### src/rtl/seg_rx_display_if.sv
// Byte handshake from the UART receiver into the display block.
// One byte is transferred per single-cycle rx_valid strobe.
interface seg_rx_display_if;
  logic [7:0] rx_data;
  logic       rx_valid;

  modport master (output rx_data, output rx_valid);
  modport slave  (input  rx_data, input  rx_valid);
endinterface

### src/rtl/seg_rx_display.sv
// Eight-digit hex display fed by received bytes: newest digit on the right,
// backspace and line-end editing, and a multiplexed active-low scan output.
module seg_rx_display #(
  parameter int SCAN_DIV = 12500
) (
  input  logic                    clk,
  input  logic                    rst,
  seg_rx_display_if.slave         rx,
  output logic [7:0]              en,
  output logic [7:0]              seg_data,
  output logic [3:0]              char_cnt,
  output logic [7:0]              bad_cnt
);

  localparam int CW = (SCAN_DIV > 1) ? $clog2(SCAN_DIV) : 1;

  typedef enum logic [1:0] {
    K_HEX,
    K_BS,
    K_CLR,
    K_BAD
  } byte_kind_t;

  byte_kind_t    kind;
  logic [3:0]    nibble;
  logic [7:0]    blank;
  logic [3:0]    nib [8];
  logic [CW-1:0] scan_cnt;
  logic [2:0]    idx;
  logic [2:0]    idx_next;
  logic          wrap;
  logic [7:0]    seg_next;

  function automatic logic [7:0] hex_to_seg(input logic [3:0] v);
    case (v)
      4'h0: hex_to_seg = 8'hC0;
      4'h1: hex_to_seg = 8'hF9;
      4'h2: hex_to_seg = 8'hA4;
      4'h3: hex_to_seg = 8'hB0;
      4'h4: hex_to_seg = 8'h99;
      4'h5: hex_to_seg = 8'h92;
      4'h6: hex_to_seg = 8'h82;
      4'h7: hex_to_seg = 8'hF8;
      4'h8: hex_to_seg = 8'h80;
      4'h9: hex_to_seg = 8'h90;
      4'hA: hex_to_seg = 8'h88;
      4'hB: hex_to_seg = 8'h83;
      4'hC: hex_to_seg = 8'hC6;
      4'hD: hex_to_seg = 8'hA1;
      4'hE: hex_to_seg = 8'h86;
      default: hex_to_seg = 8'h8E;
    endcase
  endfunction

  always_comb begin
    kind   = K_BAD;
    nibble = '0;
    if (rx.rx_data >= 8'h30 && rx.rx_data <= 8'h39) begin
      kind   = K_HEX;
      nibble = rx.rx_data[3:0];
    end else if ((rx.rx_data >= 8'h41 && rx.rx_data <= 8'h46) ||
                 (rx.rx_data >= 8'h61 && rx.rx_data <= 8'h66)) begin
      kind   = K_HEX;
      nibble = rx.rx_data[3:0] + 4'd9;
    end else if (rx.rx_data == 8'h08) begin
      kind = K_BS;
    end else if (rx.rx_data == 8'h0D || rx.rx_data == 8'h0A) begin
      kind = K_CLR;
    end
  end

  // Digit store: entry 0 is the newest character, entry 7 the oldest.
  always_ff @(posedge clk or posedge rst) begin
    if (rst) begin
      blank    <= '1;
      char_cnt <= '0;
      bad_cnt  <= '0;
      for (int unsigned i = 0; i < 8; i++) nib[i] <= '0;
    end else if (rx.rx_valid) begin
      case (kind)
        K_HEX: begin
          for (int unsigned i = 1; i < 8; i++) nib[i] <= nib[i-1];
          nib[0] <= nibble;
          blank  <= {blank[6:0], 1'b0};
          if (char_cnt != 4'd8) char_cnt <= char_cnt + 4'd1;
        end
        K_BS: begin
          if (char_cnt != 4'd0) begin
            for (int unsigned i = 0; i < 7; i++) nib[i] <= nib[i+1];
            nib[7]   <= '0;
            blank    <= {1'b1, blank[7:1]};
            char_cnt <= char_cnt - 4'd1;
          end
        end
        K_CLR: begin
          blank    <= '1;
          char_cnt <= '0;
        end
        default: begin
          if (bad_cnt != 8'hFF) bad_cnt <= bad_cnt + 8'd1;
        end
      endcase
    end
  end

  assign wrap     = (scan_cnt == CW'(SCAN_DIV - 1));
  assign idx_next = wrap ? idx + 3'd1 : idx;

  always_comb begin
    seg_next = 8'hFF;
    if (!blank[idx_next]) seg_next = hex_to_seg(nib[idx_next]);
  end

  // Outputs track the index being entered this edge, so en and seg_data
  // switch together on a wrap and seg_data follows store edits every cycle.
  always_ff @(posedge clk or posedge rst) begin
    if (rst) begin
      scan_cnt <= '0;
      idx      <= '0;
      en       <= 8'hFE;
      seg_data <= 8'hFF;
    end else begin
      scan_cnt <= wrap ? '0 : scan_cnt + 1'b1;
      idx      <= idx_next;
      en       <= ~(8'b1 << idx_next);
      seg_data <= seg_next;
    end
  end

endmodule

### src/flat_wrapper.sv
// flat-port wrapper written by rule: the top's interface ports become plain ports
module seg_rx_display_flat 
#(
  parameter int SCAN_DIV = 12500
)
  (clk, rst, en, seg_data, char_cnt, bad_cnt, rx_rx_data, rx_rx_valid);
  seg_rx_display_if rx_i ();
  input  logic clk;
  input  logic rst;
  output logic [7:0] en;
  output logic [7:0] seg_data;
  output logic [3:0] char_cnt;
  output logic [7:0] bad_cnt;
  input wire logic [$bits(rx_i.rx_data)-1:0] rx_rx_data;
  input wire logic [$bits(rx_i.rx_valid)-1:0] rx_rx_valid;
  assign rx_i.rx_data = rx_rx_data;
  assign rx_i.rx_valid = rx_rx_valid;
  seg_rx_display #(.SCAN_DIV(SCAN_DIV)) u_core (.clk(clk), .rst(rst), .rx(rx_i), .en(en), .seg_data(seg_data), .char_cnt(char_cnt), .bad_cnt(bad_cnt));
endmodule
### config.mk
export PLATFORM = sky130hd
export DESIGN_NAME = seg_rx_display_flat
export DESIGN_NICKNAME = d
export VERILOG_FILES = /design/src/rtl/seg_rx_display_if.sv /design/src/rtl/seg_rx_display.sv /design/src/flat_wrapper.sv
export SDC_FILE = /design/constraint.sdc
export NUM_CORES = 1
export LEC_CHECK = 0
export ABC_AREA = 1
export CAP_MARGIN = 20
export CORE_MARGIN = 4
export CORE_UTILIZATION = 55
export CTS_CLUSTER_DIAMETER = 100
export DETAILED_ROUTE_END_ITERATION = 10
export PLACE_DENSITY_LB_ADDON = 0.12
export REMOVE_ABC_BUFFERS = 1
export SYNTH_ARGS = -nofsm -noshare
export SYNTH_HDL_FRONTEND = slang
export SYNTH_SLANG_ARGS = --single-unit
### constraint.sdc
create_clock -name clk -period 8.3 [get_ports clk]
set_input_delay 2.49 -clock clk [delete_from_list [all_inputs] [get_ports clk]]
set_output_delay 2.49 -clock clk [all_outputs]
set_load 0.05 [all_outputs]
==> metrics.md <==
| Metric | Value |
|---|---|
| Outcome | finished, final reports clean |
| Area contributors post-synth | dfrtp_1 31%, dfstp_2 12%, nand2_1 11% |
| Sw frac | 39.9% |
| CP startpoint kind | input port |
| Starting Density | 56.7% |
| ANT cells | 0 |
| Switching pwr | 565 uW |
| Slew margin rel. | 48.1% |
| Synth top area share | 31.4% |
| Area Growth Syn to Fin | 12.7% |
| Max-cap violations | 0 |
| Slew @ Worst Pin | 0.773 ns |
| Commonest non-fill, non-tap cell in the layout | nand2_1 |
| Final worst-path cycle share | 70.6% |
| Worst-path clk slew | 0.09 ns |
| First-pass GRT wire length | 17200 um |
| CP Data Arrival Time | 6.08 ns |
| Cells after synthesis | 625 |
| CTS Buffer Depth | 2 |
| H-tree depth | 3 |
| Vias in the first global route | 3944 |
| Final hold viol count | 0 |
| Yosys reg bits | 84 |
| Clk root buf | clkbuf_8 |
| Fin nets | 685 |
| Ys Warns | 0 |
| Die footprint | 10600 um^2 |
| GP Congestion | 0.894 |
| Chip height | 103 um |
| Crit path time final | 5.86 ns |
| Core ar. | 8720 um^2 |
| Fin area | 5570 um^2 |
| Number of I/O port buffers | 37 |
| Post-route clock skew | 0.0120 ns |
| Post-CTS Resized | 0 |
| TritonCTS buffer count | 9 |
| Mean Syn Cell Area | 7.91 um^2 |
| Clock power frac | 21.6% |
| Max Slew Vio Count | 0 |
| Placement Rows | 34 |
| Setup TNS | 0 ns |
| CP most frequent cell | inv_1 |
| Crit. End Element | flip-flop |
| Vias | 4111 |
| DR vias/cell | 5.36 |
| Worst-path cell chain | clkdlybuf4s50_1 -> inv_1 -> ha_1 -> inv_1 -> nand3_1 -> nand2_1 -> nor3_1 -> nor2_1 -> inv_1 -> nor2_1 -> inv_1 -> ha_2 -> buf_4 -> clkinv_1 -> fa_1 -> xor2_1 -> o22ai_1 |
| Gr usage total | 20.2% |
| WP data required | 8.52 ns |
| Worst path slowest cell | fa_1 |
| Post-route antenna net violation count | 0 |
| Largest net degree at the start of global routing | 85 |
| Antenna violations before repair | 0 |
| Fin util | 63.8% |
| Layout cells sized above 1 | 12.4% |
| CTS tree | built |
| Final setup fails | 0 |
| Drt first pass iters | 5 |
| CP peak stage delay | 0.50 ns |
| Initial DRC Count | 217 |
| Final WS setup | 2.44 ns |
| Flop pwr share | 43.8% |
| Clk_lat worst skew | 0.35 ns |
| Most frequent cells in the layout | 150 x nand2_1, 78 x inv_1, 62 x dfrtp_1, 57 x o21ai_0, 52 x nand3_1 |
| RSZ-0062 raised after global routing | false |
| Power per cell area | 254 nW/um^2 |
| Comb power frac | 34.5% |
| Die Span X | 103 um |
| Dpl hpwl | 7020 um |
| Post-synth cell types | 42 |
| Static leakage | 2.62 nW |
| Placed Instance Area | 5330 um^2 |
| Register area share after synthesis | 43.1% |
| DRT Wirelength | 9880 um |
| I/O pin total | 39 |
| Area leader, netlist | dfrtp_1 |
| WS Path Type | in -> reg |
| Gr ovfl total | 0 |
| Pre-CTS setup slack | 2.03 ns |
| Max Fanout on Critical Path | 64 |
| Power Total | 1.42 mW |
| Cts hold-fix bufs | 0 |
| CTS sink count | 84 |
| Tightest Hold Check Type | reg -> reg |
| Int Pwr | 851 uW |
| DR WL/cell | 12.9 um |
| Fmax | 171 MHz |
| Post-CTS setup buffers | 0 |
| DR DRC count | 0 |
| Mapped cell area | 4940 um^2 |
| Worst VDD drop | 146 uV |
## power by group through the flow
stage	Sequential, mW	Combinational (mW)	Clock (mW)
after global placement	0.624	0.480	0
final	0.621	0.489	0.306
after detailed placement	0.628	0.488	0
after floorplan	0.745	0.217	0
after CTS	0.621	0.491	0.317
after global routing	0.636	0.541	0.335
## cell type report
cell class              instances  area [um^2]
clock buffers                  10          138
clock inverters                 6         68.8
fillers                       759         3150
inverters                      89          337
multi-input cells             429         2340
flip-flops and latches         84         2130
well taps                     108          135
repair buffers                 41          420
## through the flow
stage / instances / hold WS [ns]
3_5_place_dp: 750 / 0.451
5_1_grt: 767 / 0.479
4_1_cts: 766 / 0.464
3_3_place_gp: 750 / 0.440
2_1_floorplan: 602 / 0.424
6_report: 767 / 0.461
## Yosys cell counts
cell / number
xnor2_1: 6
buf_2: 3
a211oi_1: 1
dfrtp_1: 62
clkinv_2: 1
conb_1: 1
o22ai_1: 2
dfstp_2: 22
inv_1: 79
nand2_4: 4
nand3_2: 1
nand3_4: 2
nand3_1: 52
buf_4: 4
inv_2: 7
o21ai_2: 4
clkbuf_1: 11
buf_8: 1
a31o_2: 1
a311oi_1: 1
nand4_1: 5
a21oi_1: 8
nor3b_1: 3
nor2_1: 37
o21ai_0: 57
clkinv_1: 2
nand2_2: 13
buf_6: 3
a221oi_1: 1
and3_1: 2
nor3_1: 9
nor4_1: 1
ha_1: 19
o211ai_1: 32
o21ai_1: 2
a2bb2oi_1: 1
xor2_1: 8
fa_1: 1
nor2_2: 4
nor2_4: 1
buf_1: 1
nand2_1: 150
## registers in the layout (all words and copies together) (netlist names)
| name | flops |
|---|---|
| u_core.nib | 32 |
| u_core.scan_cnt | 14 |
| u_core.bad_cnt | 8 |
| u_core.blank | 8 |
| u_core.en | 8 |
| u_core.seg_data | 7 |
| u_core.char_cnt | 4 |
| u_core.idx | 3 |
## kinds of logic (layout without fill, tap and decap cells)
kind of cell | after synthesis | in the layout | synth area share [%]
and+or+nand+nor | 284 | 284 | 26.1
xor gates and xnor gates | 14 | 14 | 2.48
adders and majority gates | 20 | 20 | 5.22
other | 1 | 1 | 0.0759
AOI/OAI and AO/OA | 110 | 110 | 13.5
buffers and inverters | 112 | 146 | 9.60
DFF | 84 | 84 | 43.1
## worst max-delay path: cells and delay by family
family                     cells  cell delay [ns]
adders and majority gates      3             0.86
AOI/OAI and AO/OA              1             0.09
and+or+nand+nor                5             0.66
xor gates and xnor gates       1             0.15
buffers and inverters          7             1.80
## worst paths after layout
kind / start / end / slack [ns] / cells after the start
worst min-delay path: u_core.scan_cnt[0] / u_core.scan_cnt[0] / 0.46 / 1
worst max-delay path: rx_rx_data[1] / u_core.char_cnt[2] / 2.44 / 17
min in group asynchronous: rst / u_core.scan_cnt[9] / 2.43 / 3
max in group asynchronous: rst / u_core.blank[6] / 5.25 / 4
worst max register to register: u_core.scan_cnt[0] / u_core.seg_data[6] / 5.41 / 15
worst min register to register: u_core.scan_cnt[0] / u_core.scan_cnt[0] / 0.46 / 1
## per-layer routing
metal	share of wire [%]	vias up	track usage, %
li1	-	2079	-
met1	45	1926	25.9
met2	49	90	33.6
met3	4.3	16	4.19
met4	1.7	0	7.97
met5	0	-	0
(Power assumes the default switching activity.)
